===== src/rtl/fifo_ctrl_pkg.sv =====
// fifo_ctrl_pkg: FSM state encoding and parameter defaults shared by
// fifo_read_ctrl and its optional stall timer.
package fifo_ctrl_pkg;

  typedef enum logic [1:0] {
    IDLE    = 2'd0,
    FETCH   = 2'd1,
    PRESENT = 2'd2,
    DONE    = 2'd3
  } state_e;

  localparam int unsigned DATA_SIZE_DEF      = 8;
  localparam int unsigned LEN_SIZE_DEF       = 8;
  localparam int unsigned TIMEOUT_CYCLES_DEF = 255;
  localparam int unsigned TIMER_W            = 16;

endpackage


===== src/rtl/fifo_ctrl_timer.sv =====
// fifo_ctrl_timer: counts consecutive stall cycles and flags the cycle on
// which the limit-th stall is seen. Clears whenever the stall is broken.
module fifo_ctrl_timer
  import fifo_ctrl_pkg::*;
#(
  parameter int unsigned limit = TIMEOUT_CYCLES_DEF
) (
  input  logic clk_i,
  input  logic rst_i,
  input  logic stall_i,
  output logic expired_o
);

  logic [TIMER_W-1:0] count_q, count_d;

  always_comb begin
    count_d = '0;
    if (stall_i) begin
      count_d = (count_q == '1) ? count_q : count_q + TIMER_W'(1);
    end
  end

  always_ff @(posedge clk_i) begin
    if (rst_i) begin
      count_q <= '0;
    end else begin
      count_q <= count_d;
    end
  end

  assign expired_o = stall_i && (count_q == TIMER_W'(limit - 1));

endmodule


===== src/rtl/fifo_read_ctrl.sv =====
// fifo_read_ctrl: drains burst_len_i bytes from a FIFO into a valid/ready byte
// stream. Empty-stall timeout is built only with FIFO_READ_CTRL_TIMEOUT_EN.
module fifo_read_ctrl
  import fifo_ctrl_pkg::*;
#(
  parameter int unsigned data_size      = DATA_SIZE_DEF,
  parameter int unsigned len_size       = LEN_SIZE_DEF,
  parameter int unsigned timeout_cycles = TIMEOUT_CYCLES_DEF
) (
  input  logic                 read_clock_i,
  input  logic                 read_reset_i,
  input  logic                 start_i,
  input  logic [len_size-1:0]  burst_len_i,
  input  logic                 abort_i,
  input  logic [data_size-1:0] fifo_data_i,
  input  logic                 fifo_empty_i,
  output logic                 fifo_read_inc_o,
  output logic [data_size-1:0] byte_data_o,
  output logic                 byte_valid_o,
  input  logic                 byte_ready_i,
  output logic                 busy_o,
  output logic                 done_o,
  output logic                 error_o
);

  if (timeout_cycles < 1 || timeout_cycles > 65535) begin : g_bad_timeout
    $error("fifo_read_ctrl: timeout_cycles must be within 1..65535");
  end

  state_e               state_q, state_d;
  logic [len_size-1:0]  remaining_q, remaining_d;
  logic [data_size-1:0] byte_q, byte_d;
  logic                 pop;
  logic                 timeout;

`ifdef FIFO_READ_CTRL_TIMEOUT_EN
  logic error_q;

  fifo_ctrl_timer #(
    .limit(timeout_cycles)
  ) u_timer (
    .clk_i    (read_clock_i),
    .rst_i    (read_reset_i),
    .stall_i  (state_q == FETCH && fifo_empty_i),
    .expired_o(timeout)
  );

  // Sticky until the next accepted start; an abort wins over a timeout.
  always_ff @(posedge read_clock_i) begin
    if (read_reset_i) begin
      error_q <= 1'b0;
    end else if (state_q == IDLE && start_i) begin
      error_q <= 1'b0;
    end else if (state_q == FETCH && !abort_i && fifo_empty_i && timeout) begin
      error_q <= 1'b1;
    end
  end

  assign error_o = error_q;
`else
  assign timeout = 1'b0;
  assign error_o = 1'b0;
`endif

  always_comb begin
    state_d     = state_q;
    remaining_d = remaining_q;
    byte_d      = byte_q;
    pop         = 1'b0;
    unique case (state_q)
      IDLE: begin
        if (start_i) begin
          remaining_d = burst_len_i;
          state_d     = (burst_len_i == '0) ? DONE : FETCH;
        end
      end
      FETCH: begin
        if (abort_i) begin
          state_d = DONE;
        end else if (!fifo_empty_i) begin
          pop     = 1'b1;
          byte_d  = fifo_data_i;
          state_d = PRESENT;
        end else if (timeout) begin
          state_d = DONE;
        end
      end
      PRESENT: begin
        if (abort_i) begin
          state_d = DONE;
        end else if (byte_ready_i) begin
          remaining_d = (remaining_q != '0) ? remaining_q - len_size'(1) : '0;
          state_d     = (remaining_d == '0) ? DONE : FETCH;
        end
      end
      DONE:    state_d = IDLE;
      default: state_d = IDLE;
    endcase
  end

  always_ff @(posedge read_clock_i) begin
    if (read_reset_i) begin
      state_q     <= IDLE;
      remaining_q <= '0;
      byte_q      <= '0;
    end else begin
      state_q     <= state_d;
      remaining_q <= remaining_d;
      byte_q      <= byte_d;
    end
  end

  assign fifo_read_inc_o = pop && !read_reset_i;
  assign byte_data_o     = byte_q;
  assign byte_valid_o    = (state_q == PRESENT);
  assign busy_o          = (state_q == FETCH) || (state_q == PRESENT);
  assign done_o          = (state_q == DONE);

endmodule

===== config.mk =====
export PLATFORM = sky130hd
export DESIGN_NAME = fifo_read_ctrl
export DESIGN_NICKNAME = d
export VERILOG_FILES = /design/src/rtl/fifo_ctrl_pkg.sv /design/src/rtl/fifo_ctrl_timer.sv /design/src/rtl/fifo_read_ctrl.sv
export SDC_FILE = /design/constraint.sdc
export NUM_CORES = 1
export LEC_CHECK = 0
export CELL_PAD_IN_SITES_DETAIL_PLACEMENT = 1
export CELL_PAD_IN_SITES_GLOBAL_PLACEMENT = 2
export CORE_AREA = 2 2 70 72
export DETAILED_ROUTE_END_ITERATION = 8
export DIE_AREA = 0 0 72 74
export PLACE_DENSITY_LB_ADDON = 0.1
export REMOVE_ABC_BUFFERS = 1
export SYNTH_ARGS = -nofsm -noshare
export SYNTH_HDL_FRONTEND = slang
export SYNTH_SLANG_ARGS = --single-unit

===== constraint.sdc =====
create_clock -name read_clock_i -period 2.65 [get_ports read_clock_i]
set_input_delay 0.3975 -clock read_clock_i [delete_from_list [all_inputs] [get_ports read_clock_i]]
set_output_delay 0.3975 -clock read_clock_i [all_outputs]
set_load 0.05 [all_outputs]

**Word level (Yosys, flattened, before mapping)**

Index checks and enable logic that the tools add are counted.

- Add/subtract/negate cells: 1
- Equality and inequality tests: 8
- Muxes and demuxes: 16
- Bitwise gates (word level): 2
- Reduce and logical (&&, ||, !) cells: 11

Operator list:

| operator | count |
|---|---|
| $mux W8 | 4 |
| $logic_not A8 Y1 | 2 |
| $pmux W8 S2 | 1 |
| $mux W2 | 7 |
| $pmux W2 S4 | 1 |
| $reduce_bool A8 Y1 | 1 |
| $sub A8 B1 Y8 const B | 1 |
| $reduce_and A3 Y1 | 2 |
| $eq A2 B2 Y1 const B | 2 |
| $ne A2 B2 Y1 const B | 2 |
| $reduce_and A4 Y1 | 1 |
| $mux W1 | 3 |
| $ne A3 B2 Y1 const B | 1 |
| $ne A3 B3 Y1 const B | 1 |
| $eq A2 B1 Y1 const B | 1 |
| $logic_not A2 Y1 | 1 |
| $ne A2 B1 Y1 const B | 1 |
| $not A1 Y1 | 2 |
| $reduce_bool A2 Y1 | 1 |
| $logic_and A1 B1 Y1 | 1 |
| $logic_not A1 Y1 | 1 |
| $logic_or A1 B1 Y1 | 1 |

- Register bits: 18
- Output and inout port bits: 13
- Logic and storage cells: 41

**Longest topological paths before layout**

Gate-level depths: netlist (run 1).

- Word-level depth: 7
- Gate-level depth with buffers: 8

**Worst setup path before layout (run 1)**

Ideal clock, no wire load.

- Path type: reg2out
- Start point: reg state_q[1]
- End point: out fifo_read_inc_o
- Arrival time: 1.740 ns
- Data required time: 2.253 ns
- Path slack: 0.513 ns
- Cell stages (with the launch flop): 6
- Path buffers: 1
- Path through: dfxtp_1 inv_1 ha_1 nor3b_1 buf_2 nor2b_1

- Longest elaborated chain between the ends: 3

Ends and longest elaborated chain:

| element | RTL line | source |
|---|---|---|
| start, declared | fifo_read_ctrl.sv:30 | `state_e state_q, state_d;` |
| start signal, assigned | fifo_read_ctrl.sv:107 | `state_q <= state_d;` |
| $eq A2 B1 Y1 | fifo_read_ctrl.sv:70 | `unique case (state_q)` |
| $mux W1 | fifo_read_ctrl.sv:70 |  |
| $logic_and A1 B1 Y1 | fifo_read_ctrl.sv:113 | `assign fifo_read_inc_o = pop && !read_reset_i;` |
| end, declared | fifo_read_ctrl.sv:17 | `output logic fifo_read_inc_o,` |

Every way passes these cells.

**Worst setup path after layout (run 1)**

- Start point: reg state_q[1]
- End point: out busy_o

- Longest elaborated chain between the ends: 2

Ends and longest elaborated chain:

| element | RTL line | source |
|---|---|---|
| $eq A2 B1 Y1 / $eq A2 B2 Y1 (equally long branches) | fifo_read_ctrl.sv:116 | `assign busy_o = (state_q == FETCH) \|\| (state_q == PRESENT);` |
| $logic_or A1 B1 Y1 * | fifo_read_ctrl.sv:116 |  |
| end, declared | fifo_read_ctrl.sv:21 | `output logic busy_o,` |

Mark *: on every way between the ends. The rest lies on a longest branch, timed or not.

==> results of run 1 <==
[worst paths after layout]
path | endpoint | slack, ns | from | cells past startpoint
setup / recovery | busy_o | 0.43 | state_q[1] | 3
hold / removal | byte_data_o[2] | 0.50 | byte_data_o[2] | 2
setup reg to reg | remaining_q[5] | 0.66 | remaining_q[0] | 7
hold reg to reg | byte_data_o[2] | 0.50 | byte_data_o[2] | 2
[per-stage QoR]
step / setup WS [ns] / hold slack [ns] / instances / power, mW / TNS (ns)
after floorplan: -0.119 / 0.460 / 136 / 1.19 / -0.119
after global placement: 0.642 / 0.475 / 227 / 1.51 / 0
after detailed placement: 0.660 / 0.488 / 227 / 1.52 / 0
after CTS: 0.404 / 0.505 / 231 / 1.77 / 0
after global routing: 0.313 / 0.545 / 231 / 1.91 / 0
final: 0.426 / 0.497 / 231 / 1.75 / 0
[cell families after synthesis]
| group | share of synthesized area |
|---|---|
| AOI/OAI and AO/OA | 0.209 |
| adders and majority gates | 0.0542 |
| buffers and inverters | 0.0607 |
| DFF | 0.312 |
| muxes | 0.0867 |
| other | 0.00325 |
| and+or+nand+nor | 0.274 |
[routing by layer]
metal  vias to the layer above  part of all wire  routed length (µm)
li1                        578                 -                   -
met1                       536              0.46                1580
met2                        19              0.50                1740
met3                         4             0.029                  99
met4                         0             0.010                  36
met5                         -                 0                   0
[cell usage in the layout, fill, tap and decap left out, drive strengths merged, types with 2 or more instances in the layout]
master,count
nand3,2
nor4,2
ha,5
o21ai,10
a211oi,5
dfxtp,18
or3,2
clkdlybuf4s50,32
mux2i,10
a21oi,4
nor2b,4
a22oi,3
nand2b,2
inv,7
buf,5
or2b,2
nor3,5
nor3b,2
nand2,10
a31oi,3
clkbuf,4
nor2,25
[power groups by stage]
stage          sequential [mW]  combinational [mW]  clock [mW]
5_1_grt                  0.460                1.19       0.256
3_5_place_dp             0.450                1.07           0
4_1_cts                  0.447                1.08       0.243
6_report                 0.445                1.07       0.237
2_1_floorplan            0.448               0.747           0
3_3_place_gp             0.451                1.06           0
[area by class of cell]
| class | count | area (µm²) |
|---|---|---|
| Fill cell | 561 | 2990 |
| Multi-Input combinational cell | 111 | 729 |
| Timing Repair Buffer | 37 | 370 |
| Sequential cell | 18 | 360 |
| Tap cell | 54 | 67.6 |
| Clock buffer | 4 | 55.1 |
| Inverter | 7 | 26.3 |
[sequential cells by signal (all words and copies together) (netlist names)]
signal       flops
byte_data_o      8
remaining_q      8
state_q          2
[critical path: stages, from the launching register on]
cell and delay, ns:
dfxtp_1 0.38, inv_1 0.10, ha_1 0.29, clkdlybuf4s50_1 0.79
==> flow_summary.json, run 1 <==
{
  "vias": 1137,
  "clkPwrFrac": 0.136,
  "synth_flop_cell": "dfxtp_1",
  "drt-total-wl_mm": 3.46,
  "dr.pass1.iters": 4,
  "rows": 25,
  "grt.total_usage": 0.133,
  "start_util": 0.251,
  "max_freq_mhz": 450,
  "diodes": 0,
  "dieArea_um2": 5330,
  "cap_violations": 0,
  "syn_area_um2": 1150,
  "synth.most_common_cell": "nor2_1",
  "post_drt_wl_per_cell_um": 15.0,
  "fin_area_um2": 1610,
  "swShare": 0.486,
  "die_width_um": 72,
  "synth_top_area_frac": 0.312,
  "synth-async-reset-ratio": 0,
  "grt_max_degree": 19,
  "synth_top_area_cell": "dfxtp_1",
  "leakagePower_nw": 0.585,
  "worstHoldPathType": "flop to flop",
  "clkSinkCount": 18,
  "syn-instance-count": 144,
  "grt_pass1_wl_mm": 5.46,
  "clk_pin_slew_ns": 0.08,
  "avgSynthCellArea_um2": 8.02,
  "vias_per_cell": 4.92,
  "root_buffer": "clkbuf_8",
  "ir_drop_mv": 0.344,
  "synth-warning-count": 0,
  "yosys_register_bits": 18,
  "port_buffers": 33,
  "ys_seq_area_frac": 0.312,
  "cts_resized": 0,
  "tightest_slew_ns": 0.510,
  "dp_hpwl_mm": 2.69,
  "slew_violations": 0,
  "worstPathRequired_ns": 2.25,
  "place_area_um2": 1550,
  "cts_buffers": 3,
  "syn_to_final_growth_pct": 39.3,
  "dr.first_iter.drc_count": 26,
  "grt_pass1_vias": 1127,
  "synthTopCellsByArea": "dfxtp_1 (31%), mux2i_1 (8.7%), nor2_1 (8.1%)",
  "relSlewSlack": 0.659,
  "setup_viol": 0,
  "p_switching_mw": 0.849,
  "ant_nets": 0,
  "grt_use_met3": 0.0244,
  "fin_skew_ns": 0.00423,
  "clock_latency_ns": 0.26,
  "fin_crit_ns": 2.22,
  "fin_util": 0.350,
  "crit_path_end_kind": "output pin",
  "pwr-share-comb": 0.610,
  "seqPwrFrac": 0.254,
  "antenna_found_initial": 0,
  "io_pins": 35,
  "synth.distinct_cells": 42,
  "layout-drive-gt1-share": 0.113,
  "cts-hold-fix-buffers": 0,
  "num-nets-final": 205,
  "critPathLaunchType": "flop",
  "power_density_nw_per_um2": 1090,
  "cts_buffer_depth": 2,
  "critPathKind": "flop to output pin",
  "cts_setup_buffers": 0,
  "crit_path_max_fanout": 4,
  "cts_max_level": 1,
  "grt.overflow.total": 0,
  "timing.final.crit_share": 0.839,
  "gp_congestion": 0.805,
  "critical_path_arrival_ns": 1.83,
  "grtUsageMet1": 0.167,
  "hold_violations": 0,
  "p_int_mw": 0.899,
  "busiest_layer": "met2",
  "synth_edf_count": 0,
  "core_area_um2": 4600,
  "status": "finished, final reports clean",
  "die_h_um": 74,
  "drc": 0,
  "netlist_top_cells_count": "nor2_1 (25), dfxtp_1 (18), mux2i_1 (10), nand2_1 (10), o21ai_0 (9)",
  "use_met2": 0.235,
  "cts_tree": "yes",
  "rsz0062_at_grt": "no"
}
Power figures use the tool's default switching activity.
==> run 2: changes to the inputs <==
clock period = 2.15 ns   (was 2.65 ns; I/O delays follow)
==> run 2 against run 1 <==
Non-clock buffer count rose by 1. Die area unchanged. Sequential power is 20% higher. Setup slack lost 0.23 ns. Count of clock-buffer cells in the layout did not move. Design area rose by 1.7%. Critical path depth is 2 higher. Sequential share of layout area fell by 0.38 points. Register-to-register slack lost 0.43 ns.
==> flow_summary.json, run 2 (synthesized netlist as in run 1, its figures left out) <==
{
  "status": "finished, final reports clean",
  "cts_max_level": 1,
  "drc": 0,
  "r2r-end": "remaining_q[5]",
  "hold_violations": 0,
  "maxUsedRoutingLayer": "met4",
  "final_cell_mix": "clkdlybuf4s50_1 (30), nor2_1 (25), dfxtp_1 (18)",
  "holdPathEnd": "byte_data_o[5]",
  "post_drt_wl_per_cell_um": 14.6,
  "root_buffer": "clkbuf_8",
  "max_freq_mhz": 511,
  "drt-total-wl_mm": 3.39,
  "dr.first_iter.drc_count": 29,
  "dieArea_um2": 5330,
  "wl_met1_mm": 1.67,
  "worstHoldPathType": "flop to flop",
  "cts_setup_buffers": 0,
  "seqPwrFrac": 0.240,
  "met3_wirelength_um": 100,
  "p_switching_mw": 1.04,
  "wl_met2_mm": 1.58,
  "cts_buffers": 3,
  "critPathKind": "flop to output pin",
  "ff2ff_path_depth": 7,
  "antenna_found_initial": 0,
  "dp_hpwl_mm": 2.70,
  "p_int_mw": 1.17,
  "critPathLaunchType": "flop",
  "cap_violations": 0,
  "pwr-share-comb": 0.630,
  "crit_path_max_fanout": 4,
  "diodes": 0,
  "hold_depth": 2,
  "power_density_nw_per_um2": 1360,
  "cts_tree": "yes",
  "clkPwrFrac": 0.130,
  "whs_ns": 0.491,
  "grt.overflow.total": 0,
  "fin_crit_ns": 1.96,
  "vias_per_cell": 4.98,
  "io_pins": 35,
  "grt_max_degree": 19,
  "clkSinkCount": 18,
  "layout-drive-gt1-share": 0.129,
  "fillers": 559,
  "core_area_um2": 4600,
  "fin_skew_ns": 0.00603,
  "dr.pass1.iters": 4,
  "relSlewSlack": 0.676,
  "fin_util": 0.356,
  "vias": 1155,
  "reg2reg_slack_ns": 0.23,
  "cts_resized": 0,
  "worstPathRequired_ns": 1.83,
  "leakagePower_nw": 0.600,
  "grt.total_usage": 0.137,
  "timing.final.crit_share": 0.910,
  "crit_path_end_kind": "output pin",
  "ir_drop_mv": 0.327,
  "r2r_start": "remaining_q[1]",
  "die_width_um": 72,
  "tightest_slew_ns": 0.474,
  "start_util": 0.251,
  "rsz0062_at_grt": "no",
  "setup_viol": 0,
  "gp_congestion": 0.786,
  "port_buffers": 33,
  "grt_pass1_vias": 1142,
  "syn_to_final_growth_pct": 41.7,
  "cts-hold-fix-buffers": 0,
  "critical_path_arrival_ns": 1.63,
  "swShare": 0.471,
  "cts_buffer_depth": 2,
  "num-nets-final": 206,
  "min_from": "byte_data_o[5]",
  "grt_pass1_wl_mm": 5.68,
  "clk_pin_slew_ns": 0.07,
  "slew_violations": 0,
  "rows": 25,
  "ant_nets": 0,
  "layout_commonest_cell": "clkdlybuf4s50_1",
  "die_h_um": 74,
  "clock_latency_ns": 0.26
}
-- run 2: cell count changes in the layout (fill, tap and decap cells not counted), sizes merged --
cell,change
buf,+3
clkdlybuf4s50,-2
-- run 2: cell type report --
cell class	count	area (µm²)	area share
Multi-Input combinational cell	111	729	0.446
Clock buffer	4	55.1	0.0336
Timing Repair Buffer	38	398	0.243
Sequential cell	18	360	0.220
Inverter	7	26.3	0.0161
Tap cell	54	67.6	0.0413
-- run 2: power by group through the flow --
stage	clock network (mW)	logic (mW)	registers, mW
6_report	0.289	1.40	0.533
3_3_place_gp	0	1.40	0.538
4_1_cts	0.301	1.43	0.532
5_1_grt	0.317	1.55	0.555
2_1_floorplan	0	0.920	0.552
3_5_place_dp	0	1.42	0.540
-- run 2: metal layers --
layer  vias to the layer above  GRT usage
li1                        581          -
met1                       550      0.190
met2                        19      0.224
met3                         5     0.0203
met4                         0     0.0377
met5                         -          0
-- run 2: worst max path at each step --
stage | start | to | slack (ns) | cells after the start
floorplan | state_q[1] | fifo_read_inc_o | -0.54 | 4
global placement | abort_i | remaining_q[2] | 0.23 | 7
detailed placement | remaining_q[1] | remaining_q[5] | 0.20 | 7
CTS | state_q[1] | fifo_read_inc_o | 0.14 | 5
global route | state_q[1] | fifo_read_inc_o | 0.01 | 5
finish | state_q[1] | fifo_read_inc_o | 0.19 | 5
-- run 2: worst max-delay path, cell delays in order, from the launching register on --
cell and delay (ns):
dfxtp_1 0.33, inv_1 0.12, ha_1 0.22, nor3b_2 0.26
nor2b_1 0.27, buf_12 0.17
-- run 2: stage by stage --
| step | power, mW | std cells | TNS [ns] | cell area, µm² | setup WS (ns) |
|---|---|---|---|---|---|
| after CTS | 2.27 | 232 | 0 | 1640 | 0.140 |
| after global placement | 1.94 | 228 | 0 | 1580 | 0.227 |
| final | 2.22 | 232 | 0 | 1640 | 0.194 |
| after detailed placement | 1.96 | 228 | 0 | 1580 | 0.202 |
| after floorplan | 1.47 | 136 | -1.59 | 1110 | -0.544 |
| after global routing | 2.42 | 232 | 0 | 1640 | 0.0118 |
